[config.mk]
export PLATFORM = sky130hd
export DESIGN_NAME = wdt_axi_read_slave
export DESIGN_NICKNAME = d
export VERILOG_FILES = /design/src/rtl/wdt_axi_read_slave.sv
export SDC_FILE = /design/constraint.sdc
export NUM_CORES = 1
export LEC_CHECK = 0
export CAP_MARGIN = 15
export CELL_PAD_IN_SITES_DETAIL_PLACEMENT = 0
export CELL_PAD_IN_SITES_GLOBAL_PLACEMENT = 1
export CORE_MARGIN = 2
export CORE_UTILIZATION = 38
export DETAILED_ROUTE_END_ITERATION = 8
export GPL_ROUTABILITY_DRIVEN = 0
export HOLD_SLACK_MARGIN = 0.08
export PLACE_DENSITY_LB_ADDON = 0.1
export SLEW_MARGIN = 5
export SYNTH_ARGS = -nofsm -noshare
export SYNTH_HDL_FRONTEND = slang
export SYNTH_SLANG_ARGS = --single-unit
[constraint.sdc]
create_clock -name ACLK -period 9.2 [get_ports ACLK]
set_clock_uncertainty 0.15 [all_clocks]
set_input_delay 1.84 -clock ACLK [delete_from_list [all_inputs] [get_ports ACLK]]
set_output_delay 1.84 -clock ACLK [all_outputs]
set_load 0.02 [all_outputs]
[src/rtl/wdt_axi_read_slave.sv]
// AXI AR/R responder that returns the watchdog control and status registers.
// It also owns the sticky timeout flag, which is cleared when software reads STATUS.
module wdt_axi_read_slave #(
    parameter logic [31:0] BASE_ADDR  = 32'h1001_0000,
    parameter logic [31:0] OFS_WDEN   = 32'h100,
    parameter logic [31:0] OFS_WDLIVE = 32'h200,
    parameter logic [31:0] OFS_WTOCNT = 32'h300,
    parameter logic [31:0] OFS_CNT    = 32'h400,
    parameter logic [31:0] OFS_STATUS = 32'h500
) (
    input  logic        ACLK,
    input  logic        ARESETn,
    input  logic [7:0]  ARID_S,
    input  logic [31:0] ARADDR_S,
    input  logic [3:0]  ARLEN_S,
    input  logic [2:0]  ARSIZE_S,
    input  logic [1:0]  ARBURST_S,
    input  logic        ARVALID_S,
    output logic        ARREADY_S,
    output logic [7:0]  RID_S,
    output logic [31:0] RDATA_S,
    output logic [1:0]  RRESP_S,
    output logic        RLAST_S,
    output logic        RVALID_S,
    input  logic        RREADY_S,
    input  logic        wden,
    input  logic        wdlive,
    input  logic [31:0] wtocnt,
    input  logic [31:0] wdt_cnt,
    input  logic        wto
);

    localparam logic [31:0] ADDR_WDEN   = BASE_ADDR + OFS_WDEN;
    localparam logic [31:0] ADDR_WDLIVE = BASE_ADDR + OFS_WDLIVE;
    localparam logic [31:0] ADDR_WTOCNT = BASE_ADDR + OFS_WTOCNT;
    localparam logic [31:0] ADDR_CNT    = BASE_ADDR + OFS_CNT;
    localparam logic [31:0] ADDR_STATUS = BASE_ADDR + OFS_STATUS;
    localparam logic [1:0]  RESP_OKAY   = 2'b00;
    localparam logic [1:0]  RESP_SLVERR = 2'b10;

    typedef enum logic {IDLE, READ} state_t;

    state_t      state_q, state_d;
    logic        arready_q, arready_d;
    logic        rvalid_q, rvalid_d;
    logic        rlast_q, rlast_d;
    logic [7:0]  rid_q, rid_d;
    logic [31:0] rdata_q, rdata_d;
    logic [1:0]  rresp_q, rresp_d;
    logic        sticky_q, sticky_d;
    logic [3:0]  beat_q, beat_d;
    logic [3:0]  len_q, len_d;
    logic [31:0] addr_q, addr_d;
    logic        bad_q, bad_d;
    logic        fixed_q, fixed_d;

    logic        handshake;
    logic        last_beat;
    logic        status_clr;
    logic [31:0] load_addr;
    logic        load_bad;
    logic [31:0] load_data;
    logic [1:0]  load_resp;

    // Address of the beat about to be loaded: the AR address when idle, else the next burst address.
    always_comb begin
        handshake  = rvalid_q & RREADY_S;
        last_beat  = (beat_q == len_q);
        status_clr = (state_q == READ) && handshake && !bad_q && (addr_q == ADDR_STATUS);
        if (state_q == IDLE) begin
            load_addr = ARADDR_S;
            load_bad  = (ARSIZE_S != 3'b010) || ARBURST_S[1];
        end else begin
            load_addr = fixed_q ? addr_q : addr_q + 32'd4;
            load_bad  = bad_q;
        end
    end

    always_comb begin
        load_data = 32'h0;
        load_resp = RESP_OKAY;
        if (load_bad) begin
            load_resp = RESP_SLVERR;
        end else if (load_addr == ADDR_WDEN) begin
            load_data = {31'b0, wden};
        end else if (load_addr == ADDR_WDLIVE) begin
            load_data = {31'b0, wdlive};
        end else if (load_addr == ADDR_WTOCNT) begin
            load_data = wtocnt;
        end else if (load_addr == ADDR_CNT) begin
            load_data = wdt_cnt;
        end else if (load_addr == ADDR_STATUS) begin
            load_data = {28'b0, wdlive, wden, sticky_q, wto};
        end else begin
            load_resp = RESP_SLVERR;
        end
    end

    always_comb begin
        state_d   = state_q;
        arready_d = arready_q;
        rvalid_d  = rvalid_q;
        rlast_d   = rlast_q;
        rid_d     = rid_q;
        rdata_d   = rdata_q;
        rresp_d   = rresp_q;
        beat_d    = beat_q;
        len_d     = len_q;
        addr_d    = addr_q;
        bad_d     = bad_q;
        fixed_d   = fixed_q;
        // A timeout in the same cycle as the clearing read keeps the flag set.
        sticky_d  = wto | (sticky_q & ~status_clr);
        case (state_q)
            IDLE: begin
                if (ARVALID_S) begin
                    state_d   = READ;
                    arready_d = 1'b0;
                    rvalid_d  = 1'b1;
                    rid_d     = ARID_S;
                    len_d     = ARLEN_S;
                    beat_d    = 4'd0;
                    addr_d    = ARADDR_S;
                    bad_d     = load_bad;
                    fixed_d   = (ARBURST_S == 2'b00);
                    rdata_d   = load_data;
                    rresp_d   = load_resp;
                    rlast_d   = (ARLEN_S == 4'd0);
                end
            end
            READ: begin
                if (handshake) begin
                    if (last_beat) begin
                        state_d   = IDLE;
                        arready_d = 1'b1;
                        rvalid_d  = 1'b0;
                        rlast_d   = 1'b0;
                        beat_d    = 4'd0;
                    end else begin
                        beat_d  = beat_q + 4'd1;
                        addr_d  = load_addr;
                        rdata_d = load_data;
                        rresp_d = load_resp;
                        rlast_d = ((beat_q + 4'd1) == len_q);
                    end
                end
            end
            default: state_d = IDLE;
        endcase
    end

    always_ff @(posedge ACLK or negedge ARESETn) begin
        if (!ARESETn) begin
            state_q   <= IDLE;
            arready_q <= 1'b1;
            rvalid_q  <= 1'b0;
            rlast_q   <= 1'b0;
            rid_q     <= 8'h0;
            rdata_q   <= 32'h0;
            rresp_q   <= 2'b00;
            sticky_q  <= 1'b0;
            beat_q    <= 4'd0;
            len_q     <= 4'd0;
            addr_q    <= 32'h0;
            bad_q     <= 1'b0;
            fixed_q   <= 1'b0;
        end else begin
            state_q   <= state_d;
            arready_q <= arready_d;
            rvalid_q  <= rvalid_d;
            rlast_q   <= rlast_d;
            rid_q     <= rid_d;
            rdata_q   <= rdata_d;
            rresp_q   <= rresp_d;
            sticky_q  <= sticky_d;
            beat_q    <= beat_d;
            len_q     <= len_d;
            addr_q    <= addr_d;
            bad_q     <= bad_d;
            fixed_q   <= fixed_d;
        end
    end

    assign ARREADY_S = arready_q;
    assign RVALID_S  = rvalid_q;
    assign RLAST_S   = rlast_q;
    assign RID_S     = rid_q;
    assign RDATA_S   = rdata_q;
    assign RRESP_S   = rresp_q;

endmodule
== Word-level counts from Yosys, hierarchy flattened ==
Index checks and enable logic that the tools add are counted.
Storage, ports and cells
  register bits after elaboration: 89
  bits of input ports: 120
  word-level logic and storage cells: 91
Operators by class
  add/sub/neg operators: 2
  eq/ne operators: 13
  mux-type cells: 47
  bitwise gates (word level): 5
  reductions and logical operators: 11
Operators by type and width (number)
  $mux 32: 13
  $eq 32x29->1 const B: 6
  $pmux 32 s2: 2
  $add 32x3->32 const B: 1
  $mux 2: 9
  $mux 4: 4
  $mux 1: 13
  $eq 4x4->1: 2
  $pmux 1 s2: 4
  $pmux 4 s2: 1
  $reduce_and 3->1: 2
  $add 4x1->4 const B: 1
  $logic_not 4->1: 1
  $ne 2x1->1 const B: 2
  $ne 2x2->1 const B: 2
  $pmux 2 s2: 1
  $reduce_and 2->1: 2
  $logic_and 1x1->1: 3
  $ne 3x2->1 const B: 1
  $and 1x1->1: 2
  $logic_not 2->1: 1
  $not 1->1: 2
  $logic_not 1->1: 1
  $logic_or 1x1->1: 1
  $or 1x1->1: 1

== Depth between registers and ports, before layout ==
  depth after elaboration: 13
  mapped depth: 11
  gate-level depth less buffers: 10

== Least setup slack after synthesis ==
Ideal clock, no wire load.
  path type: input -> register
  start point: input RREADY_S
  end point: register rresp_q[1], in the netlist RRESP_S[1]
  library setup time: 0.128 ns
  data arrival time: 3.700 ns
  required time: 8.922 ns
  path slack: 5.221 ns
  stages: 8
  path through: nand3_1 -> a41oi_1 -> nor2_1 -> a211oi_1 -> nand4_1 -> a2111oi_4 -> buf_6 -> a31oi_1
On the way
  cells in the longest elaborated chain, start to end: 3
RTL lines
  from (decl): RTL line 25  | input logic RREADY_S,
  $and 1x1->1: RTL line 67  | handshake = rvalid_q & RREADY_S;
  $ne 2x1->1 (no source line)
  $reduce_and 3->1 (no source line)
  to (signal assigned): RTL line 174  | rresp_q <= rresp_d;
  to (decl): RTL line 49  | logic [1:0] rresp_q, rresp_d;
Every way passes these cells.
A chain may end at the register's enable or synchronous reset.

== Final worst setup path ==
  start point: input RREADY_S
  end point: register rdata_q[0], in the netlist RDATA_S[0]
On the way
  cells in the longest elaborated chain, start to end: 3
RTL lines
  $and 1x1->1: RTL line 67
  $ne 2x1->1 (no source line)
  $reduce_and 3->1 (no source line)
  to (signal assigned): RTL line 173  | rdata_q <= rdata_d;
  to (decl): RTL line 48  | logic [31:0] rdata_q, rdata_d;
Every way passes these cells.

==> results.sh <==
export IMPL_ir_drop_mv=0.143
export IMPL_arrival_ns=5.07
export IMPL_finalSetupTns_ns=0
export IMPL_netlist_area_leader_share_pct=40.3
export IMPL_synth_seq_cells=88
export IMPL_hold_class="register to register"
export IMPL_drt_initial_drc_count=342
export IMPL_clockBufferDepth=2
export IMPL_setup_viol=0
export IMPL_post_route_min_period_ns=4.95
export IMPL_met3_usage_pct=5.35
export IMPL_finalCritPeriodShare_pct=53.8
export IMPL_start_util_pct=38.9
export IMPL_cts_root_buf="clkbuf_16"
export IMPL_path_common_cell="buf_4"
export IMPL_crit_slowest_cell="a41oi_1"
export IMPL_timing_hold_ws_ns=0.334
export IMPL_core_area_um2=13900
export IMPL_top_usage_layer="met2"
export IMPL_power_density_nw_per_um2=235
export IMPL_slew_violations=0
export IMPL_start_kind="primary input"
export IMPL_cp_buffers_inverters=3
export IMPL_grt_usage_pct=23.0
export IMPL_nets=867
export IMPL_grt_start_max_net_pins=69
export IMPL_min_to="RID_S[5]"
export IMPL_tightestPinTransition_ns=1.05
export IMPL_final_cells=929
export IMPL_hold_depth=2
export IMPL_synth_area_per_cell_um2=8.89
export IMPL_grtUsageMet2_pct=35.6
export IMPL_avgRoutedWirePerCell_um=18.1
export IMPL_crit_path_cell_trace="clkdlybuf4s50_1, nand3_1, a41oi_1, nor2_4, buf_4, a211oi_1, nand4_1, a2111oi_4, buf_4, nand2_1, o21ai_0"
export IMPL_die_y_um=123
export IMPL_syn_inst=607
export IMPL_netlist_top_cells_area="dfrtp_1 40%, nand2_1 6.2%, a22o_1 5.7%"
export IMPL_dp_hpwl_mm=12.0
export IMPL_synth_common_cells="89 x nand2_1, 87 x dfrtp_1, 58 x nor2_1"
export IMPL_antenna_found_initial=0
export IMPL_synth_edf_count=0
export IMPL_layout_drive_gt1_share_pct=9.88
export IMPL_rsz0062_at_grt="false"
export IMPL_grt_pass1_wl_mm=27.2
export IMPL_routed_wl_mm=16.8
export IMPL_p_leak_nw=3.01
export IMPL_place_inst=913
export IMPL_crit_path_end_kind="register"
export IMPL_post_synth_top_count_cell="nand2_1"
export IMPL_synth_nets=730
export IMPL_num_vias=5279
export IMPL_rows=43
export IMPL_syn_to_final_growth_pct=36.8
export IMPL_ys_seq_area_share_pct=40.8
export IMPL_die_area_um2=15200
export IMPL_cts_max_level=3
export IMPL_ys_async_sr_fraction_pct=100
export IMPL_ant_nets=0
export IMPL_critical_path_top_delay_family="compound AO/OA/AOI/OAI gates"
export IMPL_hold_viol=0
export IMPL_clk_pin_slew_worst_paths_ns=0.06
export IMPL_avgViaCountPerCell=5.68
export IMPL_io_buffers=163
export IMPL_slowest_delay_ns=0.85
export IMPL_status="finished, final reports clean"
export IMPL_ys_types=73
export IMPL_post_cts_buffers=0
export IMPL_seq_area_um2=2200
export IMPL_r2r_end="RDATA_S[0]"
export IMPL_grt_use_met1_pct=31.3
export IMPL_rrSetupSlack_ns=5.21
export IMPL_multi_input_area_um2=2980
export IMPL_fp_dieW_um=123
export IMPL_r2r_start="state_q"
export IMPL_path_max_fanout=60
export IMPL_insertion_delay_ns=0.35
export IMPL_final_fill_count=1293
export IMPL_firstDrtPassIters=5
export IMPL_path_class="primary input to register"
export IMPL_cts_resized=0
export IMPL_drc=0
export IMPL_fmax_mhz=202
export IMPL_ys_flop_type="dfrtp_1"
export IMPL_synth_warnings=0
export IMPL_antenna_cells=0
export IMPL_maxCapViolations=0
export IMPL_syn_area_um2=5400
export IMPL_hold_buffers=0
export IMPL_cts_tree="yes"
export IMPL_grt_pass1_vias=5250
export IMPL_clock_sinks=88
export IMPL_yosys_area_top_type="dfrtp_1"
export IMPL_boundaryPins=165
export IMPL_required_ns=9.32
export IMPL_r2r_cells=11
export IMPL_relSlewSlack_pct=29.1
export IMPL_gr_total_overflow=0
export IMPL_cts_inserted_buffers=9
export IMPL_hp_start="RID_S[5]"
-- tightest hold or removal path, delay by kind of cell, from the launching register on --
kind,cells,cell delay [ns]
flip-flops,1,0.35
AND/OR/NAND/NOR,2,0.10
-- registers in the layout (all words and copies together) (netlist names) --
signal	flops
RLAST_S	1
RVALID_S	1
len_q	4
beat_q	4
RRESP_S	1
state_q	1
ARREADY_S	1
RDATA_S	32
bad_q	1
addr_q	32
RID_S	8
sticky_q	1
fixed_q	1
-- cell families after synthesis --
group,count (synthesis),synth area share (%)
simple gates,264,24.6
compound gates,169,24.1
flops,88,40.8
buf+inv,50,4.29
xor+xnor,22,3.57
mux,10,1.92
fa+ha+maj,3,0.695
other cells,1,0.0695
-- metrics by stage --
stage	worst slack [ns]	total power [mW]	instance area (µm²)	utilization, %
2_1_floorplan	5.22	1.13	5400	-
3_3_place_gp	3.99	1.37	7110	51.2
3_5_place_dp	3.86	1.39	7110	51.2
4_1_cts	4.22	1.74	7380	53.2
5_1_grt	3.99	1.87	7380	53.2
6_report	4.25	1.74	7380	53.2
-- routing by layer --
layer  up-vias  part of all wire [%]
li1       2531                     -
met2       188                    46
met4         0                   2.6
met1      2530                    45
met5         -                     0
met3        30                   6.3
-- final cells by class --
class / instances / share of cell area [%]
Sequential cell: 88 / 29.9
Clock buffer: 13 / 3.39
Clock inverter: 3 / 0.271
Inverter: 5 / 0.254
Tap cell: 180 / 3.05
Timing Repair Buffer: 171 / 22.9
Multi-Input combinational cell: 469 / 40.3
-- layout by cell type, fill, tap and decap left out, types with 5 or more instances in the layout --
cell             instances
and3_1                   8
or4_1                    5
mux2i_1                  7
a22o_1                  35
o31ai_1                  6
a21o_1                   7
a211oi_1                 9
nand3_1                 19
dfrtp_1                 86
clkdlybuf4s50_1        162
a21oi_1                 25
nor4_1                  14
buf_4                    9
nand4_1                 15
nor2_1                  57
nor3_1                  17
clkbuf_16                9
xnor2_1                 12
o22ai_1                  6
a22o_2                  26
xor2_1                  10
a31oi_1                  8
nand2_1                 89
o21ai_0                 22
-- where the power goes --
part / switching [mW] / total [mW] / internal (mW)
Clock: 0.155 / 0.346 / 0.190
Combinational: 0.423 / 0.741 / 0.319
Sequential: 0.158 / 0.649 / 0.491
Total: 0.735 / 1.74 / 1.00
-- worst max-delay path by stage --
stage                     cells past startpoint  slack (ns)     start    endpoint
final                                        11        4.25  RREADY_S  RDATA_S[0]
after global routing                         11        3.99  RREADY_S  RDATA_S[0]
after CTS                                    11        4.22  RREADY_S  RDATA_S[0]
after detailed placement                     11        3.86  RREADY_S  RDATA_S[0]
after global placement                       11        3.99  RREADY_S  RDATA_S[0]
after floorplan                               8        5.22  RREADY_S  RRESP_S[1]
No activity file was read; power rests on OpenSTA's default activity.
==> variant 1: new RTL, config.mk and constraints unchanged <==
Make the reset (`ARESETn`) synchronous in one clocked block.
--- a/src/rtl/wdt_axi_read_slave.sv
+++ b/src/rtl/wdt_axi_read_slave.sv
@@ -149,7 +149,7 @@
         endcase
     end
 
-    always_ff @(posedge ACLK or negedge ARESETn) begin
+    always_ff @(posedge ACLK) begin
         if (!ARESETn) begin
             state_q   <= IDLE;
             arready_q <= 1'b1;
Check against the original RTL: differs if ARESETn is asserted again (counterexample within 4 cycles, from zero or initial values and one cycle with ARESETn low); with ARESETn held inactive, the same outputs for 4 cycles.
==> variant 1 against the original RTL <==
Count of clock-buffer cells in the layout fell by 3. Routed wire length increased by 11%. Critical path depth decreased by 3. Worst hold slack worse by 0.030 ns. Area after synthesis grew 2.7%. First-iteration DRC count rose by 32%. Maximum frequency down 8.1%. Final area up 1.5%. Sequential cell count is the same. Setup slack got worse by 0.44 ns. Sequential share of layout area down 6.3 points.
Power is not compared: it rests on default switching activity, and its combinational part moved more than twofold at a synthesized area within 25%.
==> variant 1: results (changes against the original RTL) <==
----------------------------------------------------
[Routing]
  Detailed-routed wire length on met2 ... 8.505 mm (+10%)
  Sum of met3 wire segment lengths after detailed routing ... 1.586 mm (+49%)
  Top layer reached by signal wires ... met4
  Via count ... 6167 (+17%)
  Iteration-0 DRC Markers ... 452 (+32%)
  Routed length per placed instance ... 17.38 um (-4.0%)
  1st-pass router iterations ... 5 (unchanged)
  Met1 layer wirelength in the final routing ... 8.130 mm (+6.8%)

[Placement]
  Setup WS pre-CTS ... 3.499 ns (-0.3621 ns)
  DPL Wire Length ... 12.97 mm (+8.1%)
  IO buf count ... 163 (unchanged)
  Cell area after placement ... 7223 um2 (+1.5%)

[GRT]
  Wire length of the first global-routing pass ... 30.22 mm (+11%)
  Number of antenna violations at the first check in global routing ... 0 (unchanged)
  All-layer global routing usage ... 23.58% (+0.61 points)
  Largest net degree at the start of global routing ... 67 (-2.9%)
  Via count of the first global-routing pass ... 5796 (+10%)

[Synthesis]
  Per-instance average area after synthesis ... 7.230 um2 (-19%)
  Share of synthesized cell area in full adder, half adder and majority cells ... 0.6769% (-0.019 points)
  Yosys cell types ... 65 (-11%)
  Sequential-to-total area share from yosys stat ... 31.77% (-9.1 points)
  XOR/XNOR Fraction of Synth Area ... 2.685% (-0.88 points)
  Warnings, synthesis ... 0 (unchanged)
  Async set-reset flop share out of synthesis ... 0% (-100 points)
  Share of synthesized area spent on multiplexers ... 0.7446% (-1.2 points)
  Leading cell types by total area after synthesis ... sky130_fd_sc_hd__dfxtp_1, sky130_fd_sc_hd__and3_1, sky130_fd_sc_hd__nand2_1
  Compound-gate portion of the synthesized area ... 24.07% (about the same)
  Total nets after synthesis ... 890 (+22%)
  Synth cell count leaders ... sky130_fd_sc_hd__dfxtp_1, sky130_fd_sc_hd__nand2_1, sky130_fd_sc_hd__nor2_1

[Power]
  Lkg Pwr ... 2.918 nW
  Worst IR Drop VDD ... 0.1033 mV

[Clock network]
  Total setup buffers inserted after CTS ... 0 (unchanged)
  Clock transition at path regs ... 0.07 ns
  Largest buffer count on any clock path ... 2 (unchanged)
  Insertion delay to the later sink of the worst-skew pair ... 0.35 ns (about the same)
  TritonCTS buffer count ... 9 (unchanged)
  Number of resized instances in the post-cts repair step ... 0 (unchanged)
  Clock root buffer ... sky130_fd_sc_hd__clkbuf_16
  Total number of H-tree levels ... 3 (unchanged)

[Critical path]
  Cell at the slowest stage of the critical path ... sky130_fd_sc_hd__nor2b_2
  Dominant delay contributor by cell family on the critical path ... simple AND/OR/NAND/NOR gates
  Arrival time reported for the critical path endpoint ... 5.50 ns (+0.43 ns)
  Critical path fanouts, max ... 33 (-45%)
  Slowest Stage Delay on Critical Path ... 0.85 ns (about the same)

[Finish]
  Share of cells above drive strength 1 ... 5.387% (-4.5 points)
  Post-layout instance count excluding filler cells ... 1075 (+16%)
  Layout Nets ... 1009 (+16%)

[STA]
  Worst slew margin ... 31.66% (+2.5 points)

[Min path]
  Type of the tightest min-delay check ... register to register

[Status]
  Status ... finished, final reports clean

----------------------------------------------------
-- variant 1: cell types whose count changed in the layout (fill, tap and decap cells not counted), sizes merged, moves of 7 or more --
cell	unedited run	this run
or3	5	12
nor2	58	66
dfrtp	87	0
and3	9	63
a22oi	1	9
dfxtp	0	88
a21oi	25	62
inv	4	39
a211oi	9	2
o21ai	22	51
a31oi	8	42
nand2	90	83
a22o	61	0
-- variant 1: worst register-to-register path: stages, from the launching register on --
cell	delay, ns
sky130_fd_sc_hd__dfxtp_2	0.52
sky130_fd_sc_hd__buf_4	0.37
sky130_fd_sc_hd__nor2b_2	0.85
sky130_fd_sc_hd__or2_2	0.58
sky130_fd_sc_hd__o21ai_0	0.32
sky130_fd_sc_hd__nor4_4	0.31
sky130_fd_sc_hd__buf_4	0.41
sky130_fd_sc_hd__nand3_4	0.36
sky130_fd_sc_hd__o21ai_0	0.31
-- variant 1: cell families (layout without fill, tap and decap cells) --
logic type,count (synthesis),count (layout)
multiplexers,4,4
AO/OA/AOI/OAI,217,217
flip-flops,88,88
XOR/XNOR,17,17
buffers and inverters,103,227
adder cells (fa/ha/maj),3,3
other,1,1
AND/OR/NAND/NOR,334,334
-- variant 1: worst paths after layout --
path / startpoint / to / slack, ns / depth (start not counted)
hold reg to reg: addr_q[1]$_SDFFE_PN0P_ / addr_q[1]$_SDFFE_PN0P_ / 0.30 / 2
setup / recovery: ARVALID_S / RDATA_S[11]$_SDFFE_PN0P_ / 3.81 / 8
setup reg to reg: state_q$_SDFF_PN0_ / RDATA_S[11]$_SDFFE_PN0P_ / 4.93 / 8
hold / removal: addr_q[1]$_SDFFE_PN0P_ / addr_q[1]$_SDFFE_PN0P_ / 0.30 / 2
-- variant 1: cell type report --
type / instances / area [um2]
repair buffers: 172 / 1694
flip-flops and latches: 88 / 1763
multi-input cells: 576 / 3390
clock inverters: 6 / 42.54
clock buffers: 10 / 229.0
fillers: 1388 / 6874
well taps: 184 / 230.2
inverters: 39 / 146.4
-- variant 1: per-layer routing --
layer	vias up	GRT usage [%]
met3	33	5.971
li1	3019	-
met5	-	0
met2	259	38.15
met4	0	9.121
met1	2856	30.14
-- variant 1: report_power, final --
part | leakage, nW | total [mW] | internal, mW | switching [mW]
Clock | 0.129 | 0.351 | 0.184 | 0.167
Sequential | 0.718 | 0.423 | 0.397 | 0.0265
Combinational | 2.07 | 0.193 | 0.0958 | 0.0974
Total | 2.92 | 0.967 | 0.677 | 0.291
==> variant 2: new RTL, config.mk and constraints unchanged <==
Made on the original files. `OFS_CNT`: 32'h400 -> 32'h200.
--- a/src/rtl/wdt_axi_read_slave.sv
+++ b/src/rtl/wdt_axi_read_slave.sv
@@ -5,7 +5,7 @@
     parameter logic [31:0] OFS_WDEN   = 32'h100,
     parameter logic [31:0] OFS_WDLIVE = 32'h200,
     parameter logic [31:0] OFS_WTOCNT = 32'h300,
-    parameter logic [31:0] OFS_CNT    = 32'h400,
+    parameter logic [31:0] OFS_CNT    = 32'h200,
     parameter logic [31:0] OFS_STATUS = 32'h500
 ) (
     input  logic        ACLK,
Check against the original RTL: not equivalent (Yosys sat finds a counterexample within 4 cycles, from zero or initial values and one cycle with ARESETn low).
==> variant 2 against the original RTL <==
Final area decreased by 12%. Utilization decreased by 1.0 points. Routed wire length decreased by 17%. Sequential power increased by 3%. Setup slack improved by 0.17 ns. Non-clock buffer count decreased by 33. Area after synthesis decreased by 11%. Total power decreased by 1.1%. Sequential cell count unchanged. Largest cell class unchanged.
==> variant 2: results (changes against the original RTL) <==
----------------------------------------------------
[Finish]
  Sequential share of cell area ... 33.75% (+3.9 points)
  Post-layout instance count excluding filler cells ... 831 (-11%)
  Fraction of area in multi-input gates ... 37.24% (-3.1 points)
  Share of cells above drive strength 1 ... 5.918% (-4.0 points)
  Fillcell total ... 1218 (-5.8%)
  Clock Buffer Count ... 10 (-3)
  Combined area of the multi-input logic cells ... 2431 um2 (-18%)
  Non-clock buffer count ... 138 (-19%)

[Critical path]
  Slowest Stage Delay on Critical Path ... 0.69 ns (-0.16 ns)
  R2r worst-path depth ... 10 (-1)
  Critical path fanouts, max ... 28 (-53%)
  Worst setup path start ... ARSIZE_S[0]
  Cell at the slowest stage of the critical path ... sky130_fd_sc_hd__or4b_2
  Dominant delay contributor by cell family on the critical path ... simple AND/OR/NAND/NOR gates

[GRT]
  Wire length of the first global-routing pass ... 22.70 mm (-16%)
  GR Layer Usage met1 ... 29.78% (-1.5 points)
  Via count of the first global-routing pass ... 4409 (-16%)

[Routing]
  Met1 layer wirelength in the final routing ... 6.343 mm (-17%)
  Iteration-0 DRC Markers ... 314 (-8.2%)
  Routed length per placed instance ... 16.88 um (-6.8%)
  Detailed-routed wire length on met2 ... 6.556 mm (-15%)
  DR vias/cell ... 5.378 (-5.4%)

[Synthesis]
  Number of instances in the synthesized netlist ... 540 (-11%)
  Leading cell types by total area after synthesis ... sky130_fd_sc_hd__dfrtp_1, sky130_fd_sc_hd__nand2_1, sky130_fd_sc_hd__a22o_1

[STA]
  Final worst hold slack ... 0.3280 ns (-0.005859 ns)
  Slew @ Worst Pin ... 1.040 ns (-0.009675 ns)
  Ratio of final minimum period to clock period ... 51.94% (-1.8 points)

[Min path]
  Hold-critical path endpoint ... RID_S[1]$_DFFE_PN0P_

[Power]
  Post-route total power ... 1.716 mW (-1.1%)
  Net switching share of the total power ... 42.63% (+0.26 points)
  Lkg Pwr ... 2.723 nW (-9.4%)

[Placement]
  Cell area after placement ... 6241 um2 (-12%)
  DPL Wire Length ... 9.779 mm (-18%)
  Setup WS pre-CTS ... 4.077 ns (+0.2154 ns)

[Status]
  Status ... finished, final reports clean

----------------------------------------------------
[variant 2: cell count changes after synthesis, sizes merged, moves of 4 or more]
cell,change
a21o,-6
a21oi,+7
a22o,-25
and3,-4
buf,-8
inv,+6
mux2i,-4
nand2,+12
nor2,-13
o21ai,-4
xor2,+4
[variant 2: kinds of logic (layout without fill, tap and decap cells)]
| family | count (synthesis) | count (layout) | synth area share (%) |
|---|---|---|---|
| xor gates and xnor gates | 25 | 25 | 4.541 |
| adders and majority gates | 3 | 3 | 0.7785 |
| DFF | 88 | 88 | 45.69 |
| buffers and inverters | 45 | 164 | 4.100 |
| AOI/OAI and AO/OA | 124 | 124 | 17.90 |
| other | 1 | 1 | 0.07777 |
| and+or+nand+nor | 249 | 249 | 25.82 |
| muxes | 5 | 5 | 1.090 |
